==> config.mk <==
export PLATFORM = sky130hd
export DESIGN_NAME = l1_device_responder_flat
export DESIGN_NICKNAME = d
export VERILOG_FILES = /design/src/rtl/l1_device_responder_pkg.sv /design/src/rtl/l1_device_responder_if.sv /design/src/rtl/l1_device_responder_sync_fifo.sv /design/src/rtl/l1_device_responder.sv /design/src/flat_wrapper.sv
export SDC_FILE = /design/constraint.sdc
export NUM_CORES = 1
export LEC_CHECK = 0
export ABC_CLOCK_PERIOD_IN_PS = 2850
export CELL_PAD_IN_SITES_DETAIL_PLACEMENT = 1
export CELL_PAD_IN_SITES_GLOBAL_PLACEMENT = 2
export CORE_MARGIN = 2
export CORE_UTILIZATION = 22
export DETAILED_ROUTE_END_ITERATION = 8
export PLACE_DENSITY = 0.76
export REMOVE_ABC_BUFFERS = 1
export SLEW_MARGIN = 20
export SYNTH_ARGS = -nofsm -noshare
export SYNTH_HDL_FRONTEND = slang
export SYNTH_SLANG_ARGS = --single-unit
==> constraint.sdc <==
create_clock -name clk_i -period 2.85 [get_ports clk_i]
set_input_delay 0.4275 -clock clk_i [delete_from_list [all_inputs] [get_ports clk_i]]
set_output_delay 0.4275 -clock clk_i [all_outputs]
set_load 0.02 [all_outputs]
==> src/rtl/l1_device_responder_pkg.sv <==
// Shared bus definitions for the L1 device-side responder and its FIFOs.
package l1_device_responder_pkg;

    localparam int unsigned DATA_WIDTH     = 32;
    localparam int unsigned ADDR_DEV_WIDTH = 20;

    typedef enum logic [1:0] {
        DEV_GPIO    = 2'd0,
        DEV_UART    = 2'd1,
        DEV_TIMER   = 2'd2,
        DEV_SIMCTRL = 2'd3
    } bus_device_e;

    typedef enum logic {
        HOST_CORE   = 1'b0,
        HOST_FRAISE = 1'b1
    } bus_host_e;

    // A one-entry FIFO still needs a one-bit pointer.
    function automatic int unsigned ptr_width(int unsigned depth);
        return (depth > 1) ? $clog2(depth) : 1;
    endfunction

endpackage

==> src/rtl/l1_device_responder_if.sv <==
// Interconnect request/response port plus the single-cycle peripheral port.
interface l1_device_responder_if
    import l1_device_responder_pkg::*;
#(
    parameter int unsigned DataWidth    = DATA_WIDTH,
    parameter int unsigned AddrWidth    = ADDR_DEV_WIDTH,
    parameter int unsigned DevAddrWidth = 32,
    parameter int unsigned NbrHostsLog2 = 1
);
    logic                    req_valid_i;
    logic                    req_ready_o;
    logic [NbrHostsLog2-1:0] req_ini_addr_i;
    logic [AddrWidth-1:0]    req_tgt_addr_i;
    logic                    req_wen_i;
    logic [DataWidth-1:0]    req_wdata_i;
    logic [DataWidth/8-1:0]  req_be_i;

    logic                    resp_valid_o;
    logic                    resp_ready_i;
    logic [NbrHostsLog2-1:0] resp_ini_addr_o;
    logic [DataWidth-1:0]    resp_rdata_o;

    logic                    device_req_o;
    logic [DevAddrWidth-1:0] device_addr_o;
    logic                    device_we_o;
    logic [DataWidth/8-1:0]  device_be_o;
    logic [DataWidth-1:0]    device_wdata_o;
    logic                    device_rvalid_i;
    logic [DataWidth-1:0]    device_rdata_i;

    logic                    protocol_err_o;

    // Interconnect plus peripheral stimulus side.
    modport master (
        output req_valid_i, req_ini_addr_i, req_tgt_addr_i, req_wen_i, req_wdata_i, req_be_i,
        output resp_ready_i, device_rvalid_i, device_rdata_i,
        input  req_ready_o, resp_valid_o, resp_ini_addr_o, resp_rdata_o,
        input  device_req_o, device_addr_o, device_we_o, device_be_o, device_wdata_o,
        input  protocol_err_o
    );

    // Responder side.
    modport slave (
        input  req_valid_i, req_ini_addr_i, req_tgt_addr_i, req_wen_i, req_wdata_i, req_be_i,
        input  resp_ready_i, device_rvalid_i, device_rdata_i,
        output req_ready_o, resp_valid_o, resp_ini_addr_o, resp_rdata_o,
        output device_req_o, device_addr_o, device_we_o, device_be_o, device_wdata_o,
        output protocol_err_o
    );

endinterface

==> src/rtl/l1_device_responder_sync_fifo.sv <==
// Registered-output synchronous FIFO; a push into an empty FIFO shows up next cycle.
module l1_device_responder_sync_fifo
    import l1_device_responder_pkg::*;
#(
    parameter int unsigned Width = 8,
    parameter int unsigned Depth = 2
) (
    input  logic             clk_i,
    input  logic             rst_ni,
    input  logic             push_i,
    input  logic [Width-1:0] data_i,
    input  logic             pop_i,
    output logic             full_o,
    output logic             empty_o,
    output logic [Width-1:0] head_o
);
    localparam int unsigned PtrW = ptr_width(Depth);
    localparam int unsigned CntW = $clog2(Depth + 1);

    logic [Width-1:0] mem [Depth];
    logic [PtrW-1:0]  wr_ptr;
    logic [PtrW-1:0]  rd_ptr;
    logic [CntW-1:0]  count;
    logic             do_push;
    logic             do_pop;

    function automatic logic [PtrW-1:0] next_ptr(logic [PtrW-1:0] p);
        return (p == PtrW'(Depth - 1)) ? '0 : p + 1'b1;
    endfunction

    assign empty_o = (count == '0);
    assign full_o  = (count == CntW'(Depth));
    assign head_o  = mem[rd_ptr];
    // Popping an empty FIFO is ignored, so a same-cycle push into it wins.
    assign do_pop  = pop_i & ~empty_o;
    assign do_push = push_i & (~full_o | do_pop);

    // Storage array: written on push only, no reset needed.
    always_ff @(posedge clk_i) begin
        if (do_push) begin
            mem[wr_ptr] <= data_i;
        end
    end

    // Pointers and occupancy.
    always_ff @(posedge clk_i or negedge rst_ni) begin
        if (!rst_ni) begin
            wr_ptr <= '0;
            rd_ptr <= '0;
            count  <= '0;
        end else begin
            if (do_push) wr_ptr <= next_ptr(wr_ptr);
            if (do_pop)  rd_ptr <= next_ptr(rd_ptr);
            case ({do_push, do_pop})
                2'b10:   count <= count + 1'b1;
                2'b01:   count <= count - 1'b1;
                default: count <= count;
            endcase
        end
    end

endmodule

==> src/rtl/l1_device_responder.sv <==
// L1 device responder: forwards accepted requests to a single-cycle peripheral
// and returns one in-order response per request with the originating host index.
module l1_device_responder
    import l1_device_responder_pkg::*;
#(
    parameter int unsigned DataWidth    = DATA_WIDTH,
    parameter int unsigned AddrWidth    = ADDR_DEV_WIDTH,
    parameter int unsigned DevAddrWidth = 32,
    parameter int unsigned NbrHostsLog2 = 1,
    parameter int unsigned Depth        = 2
) (
    input  logic                   clk_i,
    input  logic                   rst_ni,
    l1_device_responder_if.slave   bus
);
    localparam int unsigned CntW  = $clog2(Depth + 1);
    localparam int unsigned TagW  = NbrHostsLog2 + 1;
    localparam int unsigned RespW = NbrHostsLog2 + DataWidth;

    logic [CntW-1:0]         outstanding;
    logic                    accept;
    logic                    resp_hs;
    logic                    err_q;

    logic [TagW-1:0]         tag_head;
    logic                    tag_empty;
    logic                    unused_tag_full;
    logic [NbrHostsLog2-1:0] tag_ini;
    logic                    tag_we;

    logic                    resp_push;
    logic [DataWidth-1:0]    resp_rdata_in;
    logic [RespW-1:0]        resp_head;
    logic                    resp_empty;
    logic                    unused_resp_full;

    // Ready depends only on the credit counter, never on req_valid.
    assign bus.req_ready_o    = (outstanding < CntW'(Depth));
    assign accept             = bus.req_valid_i & bus.req_ready_o;
    assign resp_hs            = bus.resp_valid_o & bus.resp_ready_i;

    assign bus.device_req_o   = accept;
    assign bus.device_addr_o  = DevAddrWidth'(bus.req_tgt_addr_i);
    assign bus.device_we_o    = bus.req_wen_i;
    assign bus.device_be_o    = bus.req_be_i;
    assign bus.device_wdata_o = bus.req_wdata_i;

    assign tag_ini       = tag_head[TagW-1:1];
    assign tag_we        = tag_head[0];
    assign resp_push     = bus.device_rvalid_i & ~tag_empty;
    assign resp_rdata_in = tag_we ? '0 : bus.device_rdata_i;

    assign bus.resp_valid_o    = ~resp_empty;
    assign bus.resp_ini_addr_o = resp_head[RespW-1:DataWidth];
    assign bus.resp_rdata_o    = resp_head[DataWidth-1:0];
    assign bus.protocol_err_o  = err_q;

    l1_device_responder_sync_fifo #(.Width(TagW), .Depth(Depth)) u_tag_fifo (
        .clk_i   (clk_i),
        .rst_ni  (rst_ni),
        .push_i  (accept),
        .data_i  ({bus.req_ini_addr_i, bus.req_wen_i}),
        .pop_i   (bus.device_rvalid_i),
        .full_o  (unused_tag_full),
        .empty_o (tag_empty),
        .head_o  (tag_head)
    );

    l1_device_responder_sync_fifo #(.Width(RespW), .Depth(Depth)) u_resp_fifo (
        .clk_i   (clk_i),
        .rst_ni  (rst_ni),
        .push_i  (resp_push),
        .data_i  ({tag_ini, resp_rdata_in}),
        .pop_i   (resp_hs),
        .full_o  (unused_resp_full),
        .empty_o (resp_empty),
        .head_o  (resp_head)
    );

    // Credit counter: one credit per request from accept until its response handshake.
    always_ff @(posedge clk_i or negedge rst_ni) begin
        if (!rst_ni) begin
            outstanding <= '0;
        end else begin
            case ({accept, resp_hs})
                2'b10:   outstanding <= outstanding + 1'b1;
                2'b01:   outstanding <= outstanding - 1'b1;
                default: outstanding <= outstanding;
            endcase
        end
    end

    // Sticky flag for a peripheral response that matches no pending request.
    always_ff @(posedge clk_i or negedge rst_ni) begin
        if (!rst_ni) begin
            err_q <= 1'b0;
        end else if (bus.device_rvalid_i && tag_empty) begin
            err_q <= 1'b1;
        end
    end

endmodule

==> src/flat_wrapper.sv <==
// flat-port wrapper written by rule: the top's interface ports become plain ports
module l1_device_responder_flat import l1_device_responder_pkg::*;
#(
    parameter int unsigned DataWidth    = DATA_WIDTH,
    parameter int unsigned AddrWidth    = ADDR_DEV_WIDTH,
    parameter int unsigned DevAddrWidth = 32,
    parameter int unsigned NbrHostsLog2 = 1,
    parameter int unsigned Depth        = 2
)
  (clk_i, rst_ni, bus_req_valid_i, bus_req_ini_addr_i, bus_req_tgt_addr_i, bus_req_wen_i, bus_req_wdata_i, bus_req_be_i, bus_resp_ready_i, bus_device_rvalid_i, bus_device_rdata_i, bus_req_ready_o, bus_resp_valid_o, bus_resp_ini_addr_o, bus_resp_rdata_o, bus_device_req_o, bus_device_addr_o, bus_device_we_o, bus_device_be_o, bus_device_wdata_o, bus_protocol_err_o);
  l1_device_responder_if #(.DataWidth(DataWidth), .AddrWidth(AddrWidth), .DevAddrWidth(DevAddrWidth), .NbrHostsLog2(NbrHostsLog2)) bus_i ();
  input  logic clk_i;
  input  logic rst_ni;
  input wire logic [$bits(bus_i.req_valid_i)-1:0] bus_req_valid_i;
  input wire logic [$bits(bus_i.req_ini_addr_i)-1:0] bus_req_ini_addr_i;
  input wire logic [$bits(bus_i.req_tgt_addr_i)-1:0] bus_req_tgt_addr_i;
  input wire logic [$bits(bus_i.req_wen_i)-1:0] bus_req_wen_i;
  input wire logic [$bits(bus_i.req_wdata_i)-1:0] bus_req_wdata_i;
  input wire logic [$bits(bus_i.req_be_i)-1:0] bus_req_be_i;
  input wire logic [$bits(bus_i.resp_ready_i)-1:0] bus_resp_ready_i;
  input wire logic [$bits(bus_i.device_rvalid_i)-1:0] bus_device_rvalid_i;
  input wire logic [$bits(bus_i.device_rdata_i)-1:0] bus_device_rdata_i;
  output wire logic [$bits(bus_i.req_ready_o)-1:0] bus_req_ready_o;
  output wire logic [$bits(bus_i.resp_valid_o)-1:0] bus_resp_valid_o;
  output wire logic [$bits(bus_i.resp_ini_addr_o)-1:0] bus_resp_ini_addr_o;
  output wire logic [$bits(bus_i.resp_rdata_o)-1:0] bus_resp_rdata_o;
  output wire logic [$bits(bus_i.device_req_o)-1:0] bus_device_req_o;
  output wire logic [$bits(bus_i.device_addr_o)-1:0] bus_device_addr_o;
  output wire logic [$bits(bus_i.device_we_o)-1:0] bus_device_we_o;
  output wire logic [$bits(bus_i.device_be_o)-1:0] bus_device_be_o;
  output wire logic [$bits(bus_i.device_wdata_o)-1:0] bus_device_wdata_o;
  output wire logic [$bits(bus_i.protocol_err_o)-1:0] bus_protocol_err_o;
  assign bus_i.req_valid_i = bus_req_valid_i;
  assign bus_i.req_ini_addr_i = bus_req_ini_addr_i;
  assign bus_i.req_tgt_addr_i = bus_req_tgt_addr_i;
  assign bus_i.req_wen_i = bus_req_wen_i;
  assign bus_i.req_wdata_i = bus_req_wdata_i;
  assign bus_i.req_be_i = bus_req_be_i;
  assign bus_i.resp_ready_i = bus_resp_ready_i;
  assign bus_i.device_rvalid_i = bus_device_rvalid_i;
  assign bus_i.device_rdata_i = bus_device_rdata_i;
  assign bus_req_ready_o = bus_i.req_ready_o;
  assign bus_resp_valid_o = bus_i.resp_valid_o;
  assign bus_resp_ini_addr_o = bus_i.resp_ini_addr_o;
  assign bus_resp_rdata_o = bus_i.resp_rdata_o;
  assign bus_device_req_o = bus_i.device_req_o;
  assign bus_device_addr_o = bus_i.device_addr_o;
  assign bus_device_we_o = bus_i.device_we_o;
  assign bus_device_be_o = bus_i.device_be_o;
  assign bus_device_wdata_o = bus_i.device_wdata_o;
  assign bus_protocol_err_o = bus_i.protocol_err_o;
  l1_device_responder #(.DataWidth(DataWidth), .AddrWidth(AddrWidth), .DevAddrWidth(DevAddrWidth), .NbrHostsLog2(NbrHostsLog2), .Depth(Depth)) u_core (.clk_i(clk_i), .rst_ni(rst_ni), .bus(bus_i));
endmodule
==> results of run 1 <==
[through the flow]
stage / utilization (%) / cell area [um^2] / worst slack (ps)
after floorplan: - / 3310 / 203
after global placement: 25.9 / 4430 / 560
after detailed placement: 25.9 / 4430 / 511
after CTS: 27.8 / 4750 / 307
after global routing: 27.8 / 4750 / 262
final: 27.8 / 4750 / 352
[power by group]
part,switching (mW),internal (mW),total [mW]
Sequential,0.0000000000000000332,1.28,1.28
Combinational,0.0372,0.0528,0.0900
Clock,0.459,0.766,1.23
Total,0.497,2.10,2.60
[path summary, 6_finish.rpt]
kind	to	from	slack [ps]
min in group clk_i	u_core.bus.protocol_err_o	u_core.bus.protocol_err_o	460
worst max register to register	u_core.u_resp_fifo.mem[0][13]	u_core.u_tag_fifo.count[0]	1090
max in group asynchronous	u_core.u_resp_fifo.rd_ptr	rst_ni	2010
worst max-delay path	bus_resp_rdata_o[17]	u_core.u_resp_fifo.rd_ptr	350
worst min-delay path	u_core.bus.protocol_err_o	rst_ni	450
worst min register to register	u_core.bus.protocol_err_o	u_core.bus.protocol_err_o	460
[placed cells by master, fill, tap and decap left out, drive strengths merged]
master | Yosys | final
mux2i | 1 | 1
or2 | 1 | 1
ha | 2 | 2
nor2b | 1 | 1
inv | 4 | 5
a21o | 1 | 1
dfrtp | 11 | 11
clkinv | 0 | 3
clkinvlp | 0 | 1
nand2 | 2 | 2
and3 | 1 | 1
clkdlybuf4s50 | 0 | 76
conb | 1 | 12
nor2 | 6 | 6
xor2 | 3 | 3
o21bai | 2 | 2
bufinv | 0 | 2
a2bb2oi | 1 | 1
nand2b | 1 | 1
and2 | 34 | 34
edfxtp | 70 | 70
a21oi | 1 | 1
buf | 76 | 3
or3 | 1 | 1
o21ai | 2 | 2
clkbuf | 0 | 9
a21boi | 1 | 1
xnor2 | 8 | 8
mux2 | 34 | 34
o211a | 1 | 1
[cell families (layout without fill, tap and decap cells)]
logic type,after synthesis,after routing,share of synthesized area (%)
AOI/OAI and AO/OA,9,9,2.16
xor gates and xnor gates,11,11,2.52
adders and majority gates,2,2,0.655
buffers and inverters,80,99,14.9
DFF,81,81,62.2
muxes,35,35,10.3
other,1,12,0.0982
and+or+nand+nor,47,47,7.17
[state kept, by name, indices dropped and copies added (netlist names)]
name,cells
u_core.bus.protocol_err_o,1
u_core.u_resp_fifo.mem,66
u_core.u_resp_fifo.wr_ptr,1
u_core.u_resp_fifo.count,2
u_core.u_tag_fifo.count,2
u_core.u_resp_fifo.rd_ptr,1
u_core.u_tag_fifo.wr_ptr,1
u_core.u_tag_fifo.rd_ptr,1
u_core.outstanding,2
u_core.u_tag_fifo.mem,4
[final cells by class]
cell class | count | share of cell area [%]
inverter | 4 | 0.316
sequential | 81 | 50.1
timing repair buffer | 79 | 17.3
clock buffer | 9 | 4.74
clock inverter | 7 | 1.97
multi-input combinational | 116 | 19.7
tap | 225 | 5.92
[metal layers]
layer  vias to the layer above  global-route usage (%)  wire [um]
met5                         -                    7.22        143
met4                         6                    4.11        118
met3                        16                    12.6       2220
met2                       168                    15.6       4350
met1                       993                    13.4       4240
li1                        884                       -          -
[worst register-to-register path, delay by kind of cell (launching register included)]
kind	cells	cell delay, ps
DFF	1	470
and+or+nand+nor	1	420
AOI/OAI and AO/OA	2	310
buffers and inverters	1	240
==> results.tsv, run 1 <==
stage	metric	value	unit
power	Pwr Density	546	nW/um^2
floorplan	Die ar.	18400	um^2
clocking	Post-CTS Setup Bufs	0	
synth	Synth cell types	29	
floorplan	Cell Rows	48	
grt	initial antenna violation count	0	
worst_setup_path	crit-path cells	buf_12 > mux2_1 > clkdlybuf4s50_1	
clocking	Root Buffer	clkbuf_16	
synth	count leader, synth	edfxtp_1	
routing	Antenna Violating Nets Remaining	0	
synth	Top FF cell, synth	edfxtp_1	
worst_setup_path	Largest stage delay, worst path	570	ps
routing	Total Wirelength	11100	um
cells_and_area	Non-Filler Instances	521	
synth	largest area contributor in the netlist	edfxtp_1	
routing	DR iter-0 viols	73	
cells_and_area	fill cell count	1848	
cells_and_area	Total Nets Final	388	
routing	routed len/inst	21.2	um
floorplan	Top Ports	201	
power	Max IR drop VDD	460	uV
sta	Finish-stage setup viols	0	
flow_run	number of max-cap violations	0	
synth	synthesized flop and latch total	81	
sta	period utilization	87.7	%
worst_setup_path	cell family with most CP delay	buffers and inverters	
power	Lkg Pwr	1.77	nW
worst_setup_path	path depth of the worst reg2reg path	4	
cells_and_area	storage element area	2380	um^2
grt	pin count of the biggest net entering global routing	33	
sta	Fin. Hold Viols	0	
sta	Final Max Tran Viols	0	
run_status	status	complete, no violations	
synth	Post-Synthesis Cells	266	
grt	gr ovfl total	0	
synth	register area share after synthesis	62.2	%
cells_and_area	area of the multi-input gates	937	um^2
worst_setup_path	CP endpoint kind	primary output	
clocking	H-tree depth	3	
worst_setup_path	Crit path required time	2420	ps
floorplan	Initial Utilization	22.3	%
floorplan	Chip Width	136	um
sta	total negative slack	0	ps
synth	syn_area_per_cell	14.4	um^2
synth	async set-or-reset flop fraction in the synthesized netlist	13.6	%
power	Final Power	2.60	mW
synth	top cells by area, synth	edfxtp_1 55%, buf_4 14%, mux2_1 8.5%	
sta	Hold Slack	445	ps
floorplan	Core Footprint	17100	um^2
worst_setup_path	type of origin of the critical path	register	
routing	detailed-route DRC error count	0	
clocking	# hold bufs at CTS	0	
clocking	# resized after CTS	0	
routing	First-pass DRT Iterations	4	
placement	placed insts	505	
synth	Synth top area share	55.0	%
routing	DR vias	2067	
routing	via/cell ratio	3.97	
sta	minimum clock period after layout	2500	ps
clocking	CTS tree	yes	
clocking	CTS Buf Count	9	
placement	# port buffers	76	
sta	Layout Skew	4.27	ps
worst_setup_path	CP bufs+invs	2	
synth	Syn Std Cell Area	3820	um^2
grt	Total GRT Usage	12.4	%
sta	Max-slew headroom	41.8	%
synth	yosys warns	0	
cells_and_area	number of diodes	0	
sta	RSZ-0062 raised after global routing	false	
clocking	TritonCTS sink count	81	
clocking	Clock Path Buffers	2	
floorplan	die height	136	um
worst_setup_path	critical path peak fanout	22	
worst_setup_path	Worst Path Class, Setup	reg2out	
synth	synth cell count leaders	70 x edfxtp_1, 69 x buf_4, 34 x and2_1	
grt	first-pass GRT wire length	15800	um
grt	vias in the first global route	2291	
placement	post-DP HPWL	8150	um
clocking	Clock transition at path regs	60	ps
worst_hold_path	worst min path class	in2async	
sta	fmax	400	MHz
sta	Worst Tran Pin Value	855	ps
synth	EDFF count, synth	70	
cells_and_area	area grow syn2layout	24.4	%
worst_setup_path	crit path max-delay cell type	dfrtp_2	
clocking	worst skew pair latency	340	ps
cells_and_area	fraction of layout cells with a size suffix above 1	10.5	%
worst_setup_path	Worst EP arrival	2070	ps
worst_setup_path	WP depth	3	
placement	gp weighted congestion	0.699	
Note: power is estimated with default switching activity, not from simulation.
==> run 2: changes to the inputs <==
Settings changed: GPL_TIMING_DRIVEN set to 0.
==> run 2 against run 1 <==
  * Sequential power about the same
  * Combinational power decreased by 3.1%
  * Wire length decreased by 3.0%
  * Sequential share of layout area decreased by 0.70 points
  * First-iteration DRC count increased by 1.4%
  * Final area increased by 1.4%
  * Count of clock-buffer cells in the layout unchanged
  * Setup slack got worse by 45 ps
  * Critical endpoint is now bus_resp_rdata_o[6]
==> results.tsv, run 2 (synthesized netlist as in run 1, its figures left out) <==
stage	metric	value	unit	change
run_status	status	complete, no violations		
worst_hold_path	worst min path class	in2async		
cells_and_area	fraction of layout cells with a size suffix above 1	10.8	%	+0.30 points
worst_setup_path	Crit path required time	2420	ps	about the same
routing	wire length on met2	4120	um	-5.3%
clocking	CTS Buf Count	9		unchanged
routing	Antenna Violating Nets Remaining	0		unchanged
grt	gr ovfl total	0		unchanged
sta	Hold Slack	439	ps	-5.85 ps
clocking	# resized after CTS	0		unchanged
sta	period utilization	89.2	%	+1.6 points
floorplan	Cell Rows	48		unchanged
worst_setup_path	CP bufs+invs	2		unchanged
clocking	CTS tree	yes		
worst_setup_path	Worst Path Class, Setup	reg2out		
routing	Met1 Wirelength	4150	um	-2.1%
sta	Max-slew headroom	63.4	%	+22 points
routing	DR vias	2063		-0.19%
floorplan	Core Footprint	17100	um^2	unchanged
routing	via/cell ratio	3.95		-0.38%
routing	First-pass DRT Iterations	4		unchanged
cells_and_area	Largest register FFs	66		unchanged
grt	first-pass GRT wire length	15000	um	-5.2%
power	Pwr Density	555	nW/um^2	+1.6%
floorplan	Top Ports	201		unchanged
worst_setup_path	cell family with most CP delay	buffers and inverters		
placement	placed insts	506		+0.20%
cells_and_area	leading cell type in the layout, fill and taps excluded	clkdlybuf4s50_1		
placement	gp weighted congestion	0.692		-1.0%
sta	total negative slack	0	ps	unchanged
worst_setup_path	Largest stage delay, worst path	600	ps	+30 ps
worst_setup_path	type of origin of the critical path	register		
worst_setup_path	CP endpoint kind	primary output		
sta	Worst Tran Pin Value	548	ps	-307 ps
floorplan	Chip Width	136	um	unchanged
placement	worst slack, placed	413	ps	-98.2 ps
grt	pin count of the biggest net entering global routing	23		-30%
placement	post-DP HPWL	7880	um	-3.3%
cells_and_area	number of diodes	0		unchanged
grt	vias in the first global route	2184		-4.7%
sta	slack of the critical path	307	ps	-45.2 ps
grt	Total GRT Usage	11.8	%	-0.65 points
clocking	Clock Path Buffers	2		unchanged
cells_and_area	area grow syn2layout	26.2	%	
cells_and_area	Largest Register	u_core.u_resp_fifo.mem		
sta	Layout Skew	7.48	ps	+3.21 ps
clocking	TritonCTS sink count	81		unchanged
floorplan	Die ar.	18400	um^2	unchanged
sta	Fin. Hold Viols	0		unchanged
cells_and_area	Non-Filler Instances	522		+0.19%
clocking	Root Buffer	clkbuf_16		
sta	minimum clock period after layout	2540	ps	+45.2 ps
power	Max IR drop VDD	280	uV	-39%
clocking	Clock transition at path regs	60	ps	about the same
worst_setup_path	crit-path cells	buf_12 > mux2_1 > clkdlybuf4s50_1		
worst_setup_path	crit path max-delay cell type	dfrtp_2		
floorplan	die height	136	um	unchanged
cells_and_area	Total Nets Final	389		+0.26%
power	Lkg Pwr	1.80	nW	+1.6%
routing	detailed-route DRC error count	0		unchanged
sta	fmax	393	MHz	-1.8%
floorplan	Initial Utilization	22.3	%	unchanged
routing	DR WL met3	2170	um	-2.7%
routing	Total Wirelength	10700	um	-3.0%
clocking	Post-CTS Setup Bufs	0		unchanged
cells_and_area	fill cell count	1839		-0.49%
clocking	worst skew pair latency	340	ps	about the same
sta	Finish-stage setup viols	0		unchanged
routing	top layer in use	met5		
worst_setup_path	critical path peak fanout	22		unchanged
routing	DR iter-0 viols	74		+1.4%
cells_and_area	Top Registers	u_core.u_resp_fifo.mem x66, u_core.u_tag_fifo.mem x4		
worst_setup_path	Worst EP arrival	2120	ps	+50 ps
sta	RSZ-0062 raised after global routing	false		
clocking	H-tree depth	3		unchanged
grt	initial antenna violation count	0		unchanged
flow_run	number of max-cap violations	0		unchanged
clocking	# hold bufs at CTS	0		unchanged
cells_and_area	most frequent cells in the layout	76 x clkdlybuf4s50_1, 70 x edfxtp_1, 33 x and2_1		
placement	# port buffers	76		unchanged
sta	Final Max Tran Viols	0		unchanged
routing	routed len/inst	20.6	um	-3.2%
[run 2: worst register-to-register path, stage by stage (launching register included)]
cell,delay [ps]
dfrtp_1,480
o21ai_4,140
a21oi_2,190
nor2b_4,520
buf_16,240
[run 2: path summary, 6_finish.rpt]
kind,slack (ps),endpoint,start,cells after the start
setup / recovery,310,bus_resp_rdata_o[6],u_core.u_resp_fifo.rd_ptr,3
setup reg to reg,970,u_core.u_resp_fifo.mem[0][28],u_core.u_tag_fifo.count[0],4
min in group clk_i,490,u_core.bus.protocol_err_o,u_core.bus.protocol_err_o,1
hold / removal,440,u_core.u_tag_fifo.count[0],rst_ni,1
hold reg to reg,490,u_core.bus.protocol_err_o,u_core.bus.protocol_err_o,1
max in group asynchronous,2030,u_core.u_resp_fifo.rd_ptr,rst_ni,1
[run 2: cell type report]
| type | instances | area, um^2 | share of cell area (%) |
|---|---|---|---|
| flip-flops and latches | 81 | 2380 | 49.4 |
| clock buffers | 9 | 225 | 4.67 |
| inverters | 4 | 15.0 | 0.312 |
| repair buffers | 80 | 863 | 17.9 |
| clock inverters | 7 | 119 | 2.47 |
| well taps | 225 | 282 | 5.84 |
| multi-input cells | 116 | 937 | 19.4 |
[run 2: report_power, final]
group | internal, mW | switching [mW]
Sequential | 1.28 | 0.0000000000000000501
Clock | 0.855 | 0.452
Combinational | 0.0525 | 0.0346
[run 2: per-layer routing]
metal | GRT usage (%) | vias to the layer above
met5 | 6.11 | -
met2 | 14.6 | 168
met4 | 4.17 | 4
met3 | 12.0 | 16
met1 | 12.8 | 989
li1 | - | 886
[run 2: per-stage QoR]
stage               util (%)  instance area, um^2  power, mW
floorplan                  -                 3310       1.33
global placement        25.4                 4350       1.39
detailed placement      26.1                 4480       1.39
CTS                     28.2                 4820       2.72
global route            28.2                 4820       2.77
finish                  28.2                 4820       2.67
==> run 3: changes to the inputs <==
Settings changed: SYNTH_HIERARCHICAL set to 1.
==> run 3 against run 2 <==
  * Critical path depth unchanged
  * First-iteration DRC count decreased by 6.8%
  * Sequential cell count unchanged
  * Non-clock buffer count decreased by 2
  * Synthesized cell count increased by 3.4%
  * Global-route usage increased by 0.18 points
  * Cell count increased by 1.3%
  * Total power increased by 86%
  * Hold slack improved by 1.5 ps
  * Clock power about the same
  * Critical endpoint is now bus_resp_rdata_o[12]
==> results.tsv, run 3 <==
stage	metric	value	unit	change
power	sw frac	31.2	%	+13 points
worst_setup_path	reg2reg end	u_core/u_resp_fifo/mem[1][22]		
synth	syn_area_per_cell	14.0	um^2	-2.6%
synth	Syn Std Cell Area	3840	um^2	+0.66%
power	P_sw	1.56	mW	+220%
placement	# port buffers	76		unchanged
sta	period utilization	87.7	%	-1.6 points
worst_setup_path	path depth of the worst reg2reg path	4		unchanged
cells_and_area	number of diodes	0		unchanged
clocking	CTS tree	yes		
grt	vias in the first global route	2274		+4.1%
cells_and_area	fraction of layout cells with a size suffix above 1	19.7	%	+9.0 points
floorplan	Initial Utilization	22.4	%	+0.068 points
worst_setup_path	crit path max-delay cell type	dfrtp_2		
floorplan	Chip Width	136	um	+0.32%
power	Clock power frac	26.4	%	-22 points
power	sequential share of power	37.1	%	-11 points
grt	gr ovfl total	0		unchanged
worst_setup_path	CP endpoint kind	primary output		
sta	RSZ-0062 raised after global routing	false		
floorplan	Cell Rows	48		unchanged
worst_setup_path	Crit path required time	2420	ps	about the same
cells_and_area	leading cell type in the layout, fill and taps excluded	clkdlybuf4s50_1		
routing	Antenna Violating Nets Remaining	0		unchanged
worst_setup_path	cell family with most CP delay	buffers and inverters		
routing	First-pass DRT Iterations	6		+2
clocking	# hold bufs at CTS	0		unchanged
clocking	Root Buffer	clkbuf_16		
cells_and_area	Largest Register	u_core/u_resp_fifo/mem		
cells_and_area	Total Nets Final	395		+1.5%
routing	DR vias	2168		+5.1%
grt	initial antenna violation count	0		unchanged
synth	Post-Synthesis Cells	275		+3.4%
power	Pwr Density	1050	nW/um^2	+89%
worst_setup_path	critical path peak fanout	24		+9.1%
routing	DR iter-0 viols	69		-6.8%
grt	first-pass GRT wire length	15300	um	+2.1%
routing	Total Wirelength	10900	um	+1.2%
power	Max IR drop VDD	294	uV	+5.1%
floorplan	Core Footprint	17200	um^2	+0.35%
clocking	# resized after CTS	0		unchanged
sta	Layout Skew	11.1	ps	+3.65 ps
worst_setup_path	FF-to-FF Start	u_core/u_resp_fifo/count[0]		
floorplan	die height	136	um	+0.32%
worst_setup_path	type of origin of the critical path	register		
power	Int Power	3.43	mW	+57%
sta	minimum clock period after layout	2500	ps	-44.5 ps
worst_setup_path	Worst Setup EP	bus_resp_rdata_o[12]		
grt	pin count of the biggest net entering global routing	34		+48%
clocking	Post-CTS Setup Bufs	0		unchanged
worst_setup_path	CP startpoint	u_core/u_resp_fifo/rd_ptr		
power	Lkg Pwr	1.64	nW	-8.7%
clocking	H-tree depth	3		unchanged
sta	Max-slew headroom	41.7	%	-22 points
worst_setup_path	Worst Path Class, Setup	reg2out		
run_status	status	complete, no violations		
cells_and_area	Top Registers	u_core/u_resp_fifo/mem x66, u_core/u_tag_fifo/mem x4		
cells_and_area	Largest register FFs	66		unchanged
cells_and_area	area grow syn2layout	23.8	%	
worst_hold_path	worst min path class	in2async		
routing	routed len/inst	20.6	um	about the same
placement	gp weighted congestion	0.651		-5.9%
cells_and_area	most frequent cells in the layout	76 x clkdlybuf4s50_1, 70 x edfxtp_1, 35 x mux2_2		
clocking	TritonCTS sink count	81		unchanged
placement	post-DP HPWL	7840	um	-0.54%
clocking	CTS Buf Count	9		unchanged
power	Final Power	4.98	mW	+86%
clocking	worst skew pair latency	340	ps	about the same
sta	fmax	400	MHz	+1.8%
power	Logic pwr share	36.5	%	+33 points
routing	detailed-route DRC error count	0		unchanged
worst_setup_path	flop-to-flop setup slack	550	ps	-420 ps
sta	Finish-stage setup viols	0		unchanged
worst_setup_path	Worst EP arrival	2070	ps	-50 ps
floorplan	Die ar.	18600	um^2	+0.63%
flow_run	number of max-cap violations	0		unchanged
worst_setup_path	crit-path cells	buf_12 > mux2_2 > clkdlybuf4s50_1		
sta	Fin. Hold Viols	0		unchanged
clocking	Clock Path Buffers	2		unchanged
worst_setup_path	WP depth	3		unchanged
grt	Total GRT Usage	11.9	%	+0.18 points
sta	slack of the critical path	351	ps	+44.5 ps
sta	Worst Tran Pin Value	874	ps	+326 ps
worst_setup_path	Largest stage delay, worst path	560	ps	-40 ps
cells_and_area	fin util	27.7	%	-0.44 points
clocking	Clock transition at path regs	70	ps	about the same
sta	total negative slack	0	ps	unchanged
routing	via/cell ratio	4.10		+3.7%
floorplan	Top Ports	201		unchanged
worst_setup_path	CP bufs+invs	2		unchanged
placement	worst slack, placed	40.1	ps	-372 ps
sta	Final Max Tran Viols	0		unchanged
synth	yosys warns	6		+6
run 3: per-stage QoR:
stage	hold WS (ps)	cells	area [um^2]
3_5_place_dp	453	513	4420
2_1_floorplan	132	210	3330
6_report	441	529	4760
3_3_place_gp	446	511	4380
5_1_grt	463	529	4760
4_1_cts	451	529	4760
run 3: area by class of cell:
class	instances	area [um^2]
fillers	1849	12400
flip-flops and latches	81	2380
clock inverters	5	104
inverters	6	22.5
multi-input cells	123	941
clock buffers	11	233
well taps	225	282
repair buffers	78	801
run 3: metal layers:
metal,vias to the layer above,GRT usage (%),share of wire (%)
met1,1029,12.5,36
li1,916,-,-
met2,192,15.1,40
met4,6,5.15,2.0
met5,-,9.17,2.0
met3,25,11.7,20
run 3: worst min path at each step:
stage / startpoint / to / slack, ps / depth (start not counted)
after floorplan: rst_ni / u_core/bus.protocol_err_o / 130 / 0
after global placement: u_core/bus.protocol_err_o / u_core/bus.protocol_err_o / 450 / 1
after detailed placement: u_core/bus.protocol_err_o / u_core/bus.protocol_err_o / 450 / 1
after CTS: rst_ni / u_core/outstanding[0] / 450 / 1
after global routing: rst_ni / u_core/outstanding[0] / 460 / 1
final: rst_ni / u_core/bus.protocol_err_o / 440 / 1
run 3: power groups by stage:
stage | Clock (mW) | Combinational [mW] | Sequential (mW)
floorplan | 0 | 1.03 | 1.86
global placement | 0 | 1.71 | 1.93
detailed placement | 0 | 1.86 | 1.88
CTS | 1.36 | 1.87 | 1.86
global route | 1.40 | 1.96 | 1.89
finish | 1.32 | 1.82 | 1.85
